**config.mk**
```make
export PLATFORM = sky130hd
export DESIGN_NAME = alu_decoder_seq
export DESIGN_NICKNAME = d
export VERILOG_FILES = /design/src/rtl/alu_decoder_seq.sv
export SDC_FILE = /design/constraint.sdc
export NUM_CORES = 1
export LEC_CHECK = 0
export ABC_AREA = 1
export CORE_AREA = 2 2 55 44
export DETAILED_ROUTE_END_ITERATION = 12
export DIE_AREA = 0 0 57 46
export PLACE_DENSITY_LB_ADDON = 0.15
export SYNTH_ARGS = -nofsm -noshare
export SYNTH_HDL_FRONTEND = slang
export SYNTH_SLANG_ARGS = --single-unit
```
**constraint.sdc**
```tcl
create_clock -name clk -period 2.75 [get_ports clk]
set_input_delay 0.4125 -clock clk [delete_from_list [all_inputs] [get_ports clk]]
set_output_delay 0.4125 -clock clk [all_outputs]
set_load 0.02 [all_outputs]
```
**src/rtl/alu_decoder_seq.sv**
```systemverilog
// Registered RV32 ALU decoder with a one-entry valid/ready output stage.
// M-extension ops hold the request in a busy interval to let the datapath stall.
module alu_decoder_seq #(
  parameter int CTRL_W  = 4,
  parameter bit EN_M    = 1'b1,
  parameter int MUL_LAT = 2,
  parameter int DIV_LAT = 32
) (
  input  logic              clk,
  input  logic              reset,
  input  logic              valid_i,
  output logic              ready_o,
  input  logic [1:0]        ALUOp,
  input  logic [2:0]        funct3,
  input  logic              funct7b5,
  input  logic              funct7b0,
  input  logic              opb5,
  input  logic              flush_i,
  output logic              valid_o,
  input  logic              ready_i,
  output logic [CTRL_W-1:0] ALUControl_o,
  output logic              mext_o,
  output logic              illegal_o,
  output logic              busy_o
);

  localparam int MAX_LAT = (MUL_LAT > DIV_LAT) ? MUL_LAT : DIV_LAT;
  localparam int CNT_W   = $clog2(MAX_LAT + 1);

  localparam int MUL_LOAD_I = (MUL_LAT > 1) ? MUL_LAT - 2 : 0;
  localparam int DIV_LOAD_I = (DIV_LAT > 1) ? DIV_LAT - 2 : 0;
  localparam logic [CNT_W-1:0] MUL_LOAD = MUL_LOAD_I[CNT_W-1:0];
  localparam logic [CNT_W-1:0] DIV_LOAD = DIV_LOAD_I[CNT_W-1:0];
  localparam bit MUL_LONG = (MUL_LAT > 1);
  localparam bit DIV_LONG = (DIV_LAT > 1);

  localparam logic [3:0] OP_ADD   = 4'd0;
  localparam logic [3:0] OP_SUB   = 4'd1;
  localparam logic [3:0] OP_AND   = 4'd2;
  localparam logic [3:0] OP_OR    = 4'd3;
  localparam logic [3:0] OP_XOR   = 4'd4;
  localparam logic [3:0] OP_SLT   = 4'd5;
  localparam logic [3:0] OP_SLTU  = 4'd6;
  localparam logic [3:0] OP_SLL   = 4'd7;
  localparam logic [3:0] OP_SRL   = 4'd8;
  localparam logic [3:0] OP_SRA   = 4'd9;
  localparam logic [3:0] OP_PASSB = 4'd10;

  if (CTRL_W < 4) begin : g_bad_ctrl_w
    $error("alu_decoder_seq: CTRL_W must be at least 4");
  end
  if (MUL_LAT < 1 || DIV_LAT < 1) begin : g_bad_lat
    $error("alu_decoder_seq: MUL_LAT and DIV_LAT must be at least 1");
  end

  typedef enum logic [1:0] {IDLE, COUNT, OUT} state_t;

  state_t            state, state_n;
  logic [CNT_W-1:0]  cnt, cnt_n;
  logic [CTRL_W-1:0] ctrl_q;
  logic              mext_q, illegal_q;
  logic [3:0]        dec_ctrl;
  logic              dec_mext, dec_illegal, dec_long;
  logic [CNT_W-1:0]  dec_load;
  logic              accept;

  always_comb begin
    dec_ctrl    = OP_ADD;
    dec_mext    = 1'b0;
    dec_illegal = 1'b0;
    unique case (ALUOp)
      2'b00: dec_ctrl = OP_ADD;
      2'b01: dec_ctrl = OP_SUB;
      2'b11: dec_ctrl = OP_PASSB;
      default: begin
        if (opb5 & funct7b0) begin
          if (EN_M) begin
            dec_mext = 1'b1;
            dec_ctrl = {1'b0, funct3};
          end else begin
            dec_illegal = 1'b1;
          end
        end else begin
          unique case (funct3)
            3'b000: dec_ctrl = (opb5 & funct7b5) ? OP_SUB : OP_ADD;
            3'b001: dec_ctrl = OP_SLL;
            3'b010: dec_ctrl = OP_SLT;
            3'b011: dec_ctrl = OP_SLTU;
            3'b100: dec_ctrl = OP_XOR;
            3'b101: dec_ctrl = funct7b5 ? OP_SRA : OP_SRL;
            3'b110: dec_ctrl = OP_OR;
            default: dec_ctrl = OP_AND;
          endcase
        end
      end
    endcase
  end

  // funct3[2] separates the divide family from the multiply family
  assign dec_long = dec_mext & (funct3[2] ? DIV_LONG : MUL_LONG);
  assign dec_load = funct3[2] ? DIV_LOAD : MUL_LOAD;

  assign ready_o = (state == IDLE) | ((state == OUT) & ready_i);
  assign accept  = valid_i & ready_o & ~flush_i;

  always_comb begin
    state_n = state;
    cnt_n   = cnt;
    if (flush_i) begin
      state_n = IDLE;
      cnt_n   = '0;
    end else begin
      unique case (state)
        COUNT: begin
          if (cnt == '0) state_n = OUT;
          else cnt_n = cnt - CNT_W'(1);
        end
        OUT: if (ready_i && !accept) state_n = IDLE;
        default: ;
      endcase
      if (accept) begin
        if (dec_long) begin
          state_n = COUNT;
          cnt_n   = dec_load;
        end else begin
          state_n = OUT;
        end
      end
    end
  end

  always_ff @(posedge clk) begin
    if (reset) begin
      state     <= IDLE;
      cnt       <= '0;
      ctrl_q    <= '0;
      mext_q    <= 1'b0;
      illegal_q <= 1'b0;
    end else begin
      state <= state_n;
      cnt   <= cnt_n;
      if (accept) begin
        ctrl_q    <= CTRL_W'(dec_ctrl);
        mext_q    <= dec_mext;
        illegal_q <= dec_illegal;
      end
    end
  end

  assign valid_o      = (state == OUT);
  assign busy_o       = (state == COUNT);
  assign ALUControl_o = ctrl_q;
  assign mext_o       = mext_q;
  assign illegal_o    = illegal_q;

endmodule
```
==> impl_results.md <==
* Root Driver: clkbuf_4
* Power share of the combinational group at 0.283
* Antenna Nets Post-Route at 0
* Final Util at 0.535
* Syn Std Cell Area at ~900 um2
* Synth top area cells: dfxtp_1, nand2_1, ha_1
* Final period util at 0.752
* Reg-to-reg critical path startpoint: state[0]
* Leakage power at between 0.5 and 0.6 nW
* Most common cell after layout, fill and taps aside: nand2_1
* Post-CTS setup buffers at 0
* Vias at 880
* Cts hold-fix bufs at 0
* Critical path fanouts, max at 4
* TritonCTS Buffers at 3
* Sequential area share after synthesis at 0.291
* # port buffers at 20
* Switching fraction of total power at 0.306
* Num rows at 15
* Wire per inst at ~11 um
* FF-to-FF path depth at 9
* Startpoint types: flop
* Starting Density at 0.418
* Nets at approximately 180
* Synth Net Count at between 150 and 200
* Fmax at around 480 MHz
* Hold path start: ALUControl_o[2]
* Post-CTS Resized at 0
* RSZ-0062 raised after global routing: no
* P_sw at approximately 0.14 mW
* Post-Syn Instances at between 100 and 150
* I/O pin total at 22
* Internal power at slightly above 0.3 mW
* Synth Area in Simple Gates at 0.387
* Starting DRT DRC Count at 25
* Clock power frac at 0.262
* XOR/XNOR Fraction of Synth Area at 0.0196
* Worst setup EP type: output pin
* Run status: completed
* Total core area at roughly 0.0021 mm2
* Mux cell area share after synthesis at 0
* CTS Buffer Depth at 2
* Fillers at 224
* CTS tree: yes
* First-pass GRT wire length at 3.47 mm
* Yosys reg bits at 13
* VDD IR max at between 0.0002 and 0.0003 V
* Clock latency on the worst-skew pair at about 0.27 ns
* DIE WIDTH at approximately 57 um
* Depth of the CTS H-tree at 1
* Max cap viols at 0
* WS Path Type: reg2out
* Synth top area share at 0.291
* Antenna Cells at 0
* Worst Path Required at around 2.3 ns
* Pwr Density at around 390 mW/mm2
* Fin. Hold Viols at 0
* Synth Area in Adders at 0.0839
* Clock transition at path regs at around 0.080 ns
* Compound-Gate Fraction of Synth Area at 0.117
* Largest net degree at the start of global routing at 8
* Die area at between 0.002 and 0.003 mm2
* Area grow syn2layout at 28.0%
* Main combinational cell family by area after synthesis: simple AND/OR/NAND/NOR gates
* Synthesized area per cell at roughly 6.6 um2
* Sink Count at 13
* Hold Path Class: reg2reg
* Data arrival, critical path at roughly 1.7 ns
* Reg area at approximately 260 um2
* Distinct cell type count after synthesis at 21
* Cell accounting for the most synthesized area: dfxtp_1
* Vias/cell at around 4.8
* Synth warn at 0
* Initial antenna violation count at 0
* Hpwl dp at 1.60 mm
* Period minus WS final at a little over 2 ns
* Reg-to-Reg End: cnt[4]
* Final slew viol count at 0
* Pre-antenna DRT Iters at 4
* DIE HEIGHT at 46 um
* Vias in the first global route at 824
* Setup crit start: state[0]
* Post-route DRC violation count at 0
* TNS Setup at 0 ns
* Setup-failing EPs final at 0
* Final wirelength at roughly 2.0 mm
* All-Layer GR Usage at 0.174
* Total global routing overflow at 0
* Final GP Congestion at between 0.7 and 0.8
* Area of the multi-input gates at roughly 550 um2
* Final Skew at 0.00388 ns
* Share of layout cells above drive strength 1 at 0.0943
* Worst reg-to-reg setup slack at roughly 1.3 ns
* End point of the critical path: ready_o
* Most frequent cells in the layout: nand2_1, clkdlybuf4s50_1, inv_1
* Flop pwr share at 0.455
[power groups by stage]
stage | combinational [mW] | clock (mW) | sequential, mW
after detailed placement | 0.125 | 0 | 0.205
after global placement | 0.124 | 0 | 0.205
after global routing | 0.142 | 0.134 | 0.202
after CTS | 0.126 | 0.125 | 0.201
after floorplan | 0.0716 | 0 | 0.210
final | 0.125 | 0.116 | 0.200
[Yosys cell counts (all sizes together)]
master / number
conb: 1
buf: 1
dfxtp: 13
o21bai: 1
a21oi: 12
nand3b: 1
ha: 6
o21ai: 6
xor2: 2
nand2: 41
nand3: 9
o211ai: 1
inv: 21
nand4: 2
nor2: 19
[worst min path at each step]
stage / cells past startpoint / end
final: 2 / ALUControl_o[2]
after global routing: 2 / ALUControl_o[2]
after CTS: 2 / mext_o
after detailed placement: 2 / mext_o
after global placement: 2 / mext_o
after floorplan: 2 / state[1]
[layout make-up]
class                      instances  area share
inverter                          21      0.0689
multi-input combinational        101       0.479
timing repair buffer              20       0.175
sequential                        13       0.227
tap                               25      0.0273
clock buffer                       4      0.0230
[flip-flops by register name (all words and copies together) (netlist names)]
name	count
mext_o	1
state	2
cnt	6
ALUControl_o	4
[worst max-delay path, stage by stage, from the launching register on]
cell,delay (ns)
dfxtp_1,0.38
inv_1,0.08
ha_1,0.22
nand2_1,0.08
nand2_2,0.08
clkdlybuf4s50_1,0.54
[stage by stage]
step	instance area [um2]	total power, mW	hold WS, ns	setup WS (ns)	std cells
global placement	1120	0.328	0.454	0.700	180
CTS	1140	0.451	0.476	0.663	184
global route	1140	0.478	0.490	0.554	184
floorplan	895	0.281	0.460	1.25	136
detailed placement	1120	0.330	0.461	0.685	180
finish	1140	0.441	0.474	0.683	184
[logic make-up after synthesis]
logic type,count (synthesis)
AOI/OAI and AO/OA,20
xor gates and xnor gates,2
adders and majority gates,6
buffers and inverters,22
DFF,13
other,1
and+or+nand+nor,72
[layer usage]
layer	vias to the layer above	GRT usage	wire length, um
met1	381	0.235	996
met4	0	0.0419	13
met3	2	0.0597	115
li1	471	-	-
met5	-	0	0
met2	26	0.269	827
Power figures use the tool's default switching activity.
==> patch 1, RTL diff (same flow settings) <==
Set the parameter `EN_M` to 1'b0 (it was 1'b1).
--- a/src/rtl/alu_decoder_seq.sv
+++ b/src/rtl/alu_decoder_seq.sv
@@ -2,7 +2,7 @@
 // M-extension ops hold the request in a busy interval to let the datapath stall.
 module alu_decoder_seq #(
   parameter int CTRL_W  = 4,
-  parameter bit EN_M    = 1'b1,
+  parameter bit EN_M    = 1'b0,
   parameter int MUL_LAT = 2,
   parameter int DIV_LAT = 32
 ) (
Check against the original RTL: not equivalent (Yosys sat finds a counterexample within 4 cycles, from zero or initial values and one cycle with reset high).
==> patch 1 against the unedited design <==
Clock skew is 0.0031 ns lower. Maximum frequency grew 1.6%. Setup slack improved by 0.032 ns. Die area is the same. Non-clock buffer count shrank 1. Wire length is 53% lower. Core utilization decreased by 23 points. Final area decreased by 43%. Total power is 46% lower. Synthesized cell count fell by 57%. Synthesized area decreased by 53%. Sequential cell count fell by 7. Critical path type is now input pin to output port. Largest cell class unchanged. Highest routed layer is now met3.
==> patch 1: results <==
set metrics [dict create \
    ys_top_cells_by_count "nand2_1, dfxtp_1, a21oi_1, inv_2" \
    hpwlAfterDp_um 768 \
    clkTransAtPathRegs_ns 0.04 \
    synth-seq-area-share 0.288 \
    io_buffers 19 \
    slowest_stage "clkdlybuf4s50_1" \
    grt_pass1_vias 366 \
    drtIter0Drc 6 \
    wl_met2_um 407 \
    m1WireLength_um 434 \
    critPathMaxStageDelay_ns 0.61 \
    outcome "finished, final reports clean" \
    ys_types 20 \
    holdPathEnd "illegal_o" \
    drive_gt1_frac 0.250 \
    p_leak_nw 0.257 \
    rr_endpoint "ALUControl_o[1]" \
    vias_per_cell 3.96 \
    wl_met3_um 74 \
    cts_buffer_depth 2 \
    cts_resized 0 \
    insertion_delay_ns 0.24 \
    synth.top_cells.by_area "dfxtp_1, nand2_1, nor2_4" \
    largest_reg_flops 4 \
    finClkSkew_ns 0.000744 \
    grt_usage 0.0765 \
    routed_wire_length_per_instance_um 8.72 \
    ff2ff_setup_slack_ns 1.79 \
    fillCellCount 249 \
    rr_startpoint "state[1]" \
    gp_congestion 0.697 \
    cp_max_fo 4 \
    highest_layer "met3" \
    ir_drop_v 0.000188 \
    grt_first_pass_wirelength_um 1480 \
]
-- patch 1: cell count changes after synthesis, moves of 5 or more --
cell / before / now
nand2_1: 36 / 15
inv_1: 18 / 2
nor2_1: 15 / 0
nand3_1: 9 / 1
a21oi_1: 12 / 5
dfxtp_1: 13 / 6
ha_1: 6 / 0
o21ai_0: 6 / 1
-- patch 1: layout make-up --
class                           instances  area, um2  area share
Inverter                               10       37.5      0.0578
Sequential cell                         6        120       0.185
Tap cell                               25       31.3      0.0482
Clock buffer                            3       22.5      0.0347
Multi-Input combinational cell         42        248       0.382
Timing Repair Buffer                   19        190       0.293
-- patch 1: how the worst max path moves through the flow --
stage	start	endpoint	slack (ns)	depth (start not counted)
floorplan	state[1]	ALUControl_o[1]	1.65	6
global placement	ready_i	ready_o	0.71	4
detailed placement	ready_i	ready_o	0.71	4
CTS	ready_i	ready_o	0.71	4
global route	ready_i	ready_o	0.64	4
finish	ready_i	ready_o	0.72	4
-- patch 1: report_power, final --
| group | internal [mW] | leakage (nW) | switching (mW) | total (mW) |
|---|---|---|---|---|
| Combinational | 0.0311 | 0.194 | 0.0334 | 0.0645 |
| Sequential | 0.0905 | 0.0489 | 0.00156 | 0.0920 |
| Clock | 0.0493 | 0.0138 | 0.0302 | 0.0795 |
-- patch 1: layer usage --
layer / vias to the layer above / GRT usage
met1: 180 / 0.0940
met3: 0 / 0.0568
met5: - / 0
li1: 227 / -
met2: 9 / 0.108
met4: 0 / 0.0140
-- patch 1: worst reg2reg max path: cells and delay by family, from the launching register on --
family,cells,cell delay [ns]
buf+inv,1,0.07
simple gates,4,0.37
flops,1,0.34
compound gates,1,0.12
-- patch 1: logic make-up (layout without fill, tap and decap cells) --
family,after synthesis,after routing,synth area share
other cells,1,2,0.00900
compound gates,11,11,0.171
xor+xnor,1,1,0.0210
simple gates,28,28,0.384
buf+inv,12,32,0.126
flops,6,6,0.288
-- patch 1: through the flow --
stage | setup WS (ns) | hold WS, ns | instances | power [mW] | instance area [um2]
after floorplan | 1.65 | 0.475 | 60 | 0.127 | 420
after global placement | 0.712 | 0.458 | 102 | 0.159 | 627
after detailed placement | 0.706 | 0.455 | 102 | 0.159 | 627
after CTS | 0.709 | 0.463 | 105 | 0.242 | 649
after global routing | 0.640 | 0.481 | 105 | 0.252 | 649
final | 0.715 | 0.459 | 105 | 0.236 | 649
==> patch 2, RTL diff (same settings) <==
Without the edit above. Reset style: asynchronous (`reset`), changed in one clocked block.
--- a/src/rtl/alu_decoder_seq.sv
+++ b/src/rtl/alu_decoder_seq.sv
@@ -129,7 +129,7 @@
     end
   end
 
-  always_ff @(posedge clk) begin
+  always_ff @(posedge clk or posedge reset) begin
     if (reset) begin
       state     <= IDLE;
       cnt       <= '0;
Function: differs if reset is asserted again (counterexample within 4 cycles, from zero or initial values and one cycle with reset high); with reset held inactive, the same outputs for 10 cycles.
==> patch 2 against the unedited design <==
Count of clock-buffer cells in the layout unchanged. Sequential share of layout area is 5.4 points higher. Critical path depth rose by 1. Hold slack worse by 0.024 ns. Total power up 6.9%. Final area grew 0.87%. Wire length grew 0.56%. Synthesized area rose by 1.1%. Sequential cell count is the same. Non-clock buffer count unchanged. Setup slack lost 0.092 ns. Register-to-register slack improved by 0.09 ns. Via count increased by 0.11%. Largest power group unchanged. Highest routed layer unchanged.
==> patch 2: results <==
set metrics [dict create \
    startpoint "ready_i" \
    rr_endpoint "cnt[4]" \
    ys_types 20 \
    finClkSkew_ns 0.0136 \
    gp_congestion 0.797 \
    outcome "finished, final reports clean" \
    drive_gt1_frac 0.0955 \
    async_flop_share 1.00 \
    dp_slack_ns 0.589 \
    cp_max_fo 3 \
    grt_first_pass_wirelength_um 3500 \
    m1WireLength_um 938 \
    wl_met3_um 96 \
    grt_start_max_net_pins 14 \
    hpwlAfterDp_um 1580 \
    crit_arrival_ns 1.75 \
    rr_startpoint "cnt[0]" \
    diodes 0 \
    synth-seq-area-share 0.360 \
    grt_usage 0.175 \
    p_leak_nw 0.632 \
    drtIter0Drc 28 \
    dominantRegCellSynth "dfrtp_1" \
    ir_drop_v 0.000326 \
    cts_resized 0 \
    synth.top_cells.by_area "dfrtp_1, nand2_1, inv_1" \
    ys_top_cells_by_count "nand2_1, inv_1, nor2_1" \
    hp-class "input pin to asynchronous set/reset pin" \
    ff2ff_setup_slack_ns 1.38 \
    totalWireLength_um 1960 \
    wl_met2_um 919 \
    synth_compound_area_frac 0.0512 \
    syn_nets 149 \
    route.vias.total 881 \
    synth_adder_area_share 0.0277 \
    final.min_clock_period_ns 2.16 \
    grt_pass1_vias 853 \
    synthXorXnorAreaFrac 0.0290 \
]
-- patch 2: through the flow --
stage          area (um2)  std cells   util  hold slack [ns]
2_1_floorplan         905        134      -            0.289
3_3_place_gp         1130        178  0.527            0.463
3_5_place_dp         1130        178  0.527            0.464
4_1_cts              1150        182  0.540            0.464
5_1_grt              1150        182  0.540            0.501
6_report             1150        182  0.540            0.450
-- patch 2: cells by family (layout without fill, tap and decap cells) --
group | Yosys count | count (layout)
adders and majority gates | 2 | 2
xor gates and xnor gates | 3 | 3
buffers and inverters | 25 | 48
and+or+nand+nor | 82 | 82
DFF | 13 | 13
other | 1 | 1
AOI/OAI and AO/OA | 8 | 8
-- patch 2: final cells by class --
cell class | count | area, um2
fillers | 229 | 985
inverters | 24 | 90.1
repair buffers | 20 | 200
clock buffers | 4 | 26.3
flip-flops and latches | 13 | 325
multi-input cells | 96 | 482
well taps | 25 | 31.3
-- patch 2: layer usage --
layer  up-vias  track usage
li1        455            -
met1       402        0.206
met2        22        0.320
met3         2       0.0597
met4         0       0.0279
met5         -            0
-- patch 2: worst min-delay path by stage --
stage / startpoint / to / slack [ns] / cells past startpoint
2_1_floorplan: reset / ALUControl_o[0] / 0.29 / 1
3_3_place_gp: mext_o / mext_o / 0.46 / 2
3_5_place_dp: ALUControl_o[1] / ALUControl_o[1] / 0.46 / 2
4_1_cts: reset / cnt[2] / 0.46 / 2
5_1_grt: reset / cnt[2] / 0.50 / 2
6_report: reset / cnt[2] / 0.45 / 2
-- patch 2: critical path: stages --
cell,delay (ns)
clkdlybuf4s50_1,0.48
inv_1,0.05
nand2_2,0.10
nand2_1,0.07
inv_1,0.05
clkdlybuf4s50_1,0.59
-- patch 2: where the power goes --
part | switching (mW) | internal, mW
registers | 0.0120 | 0.205
logic | 0.0726 | 0.0614
clock network | 0.0638 | 0.0562
total | 0.148 | 0.323
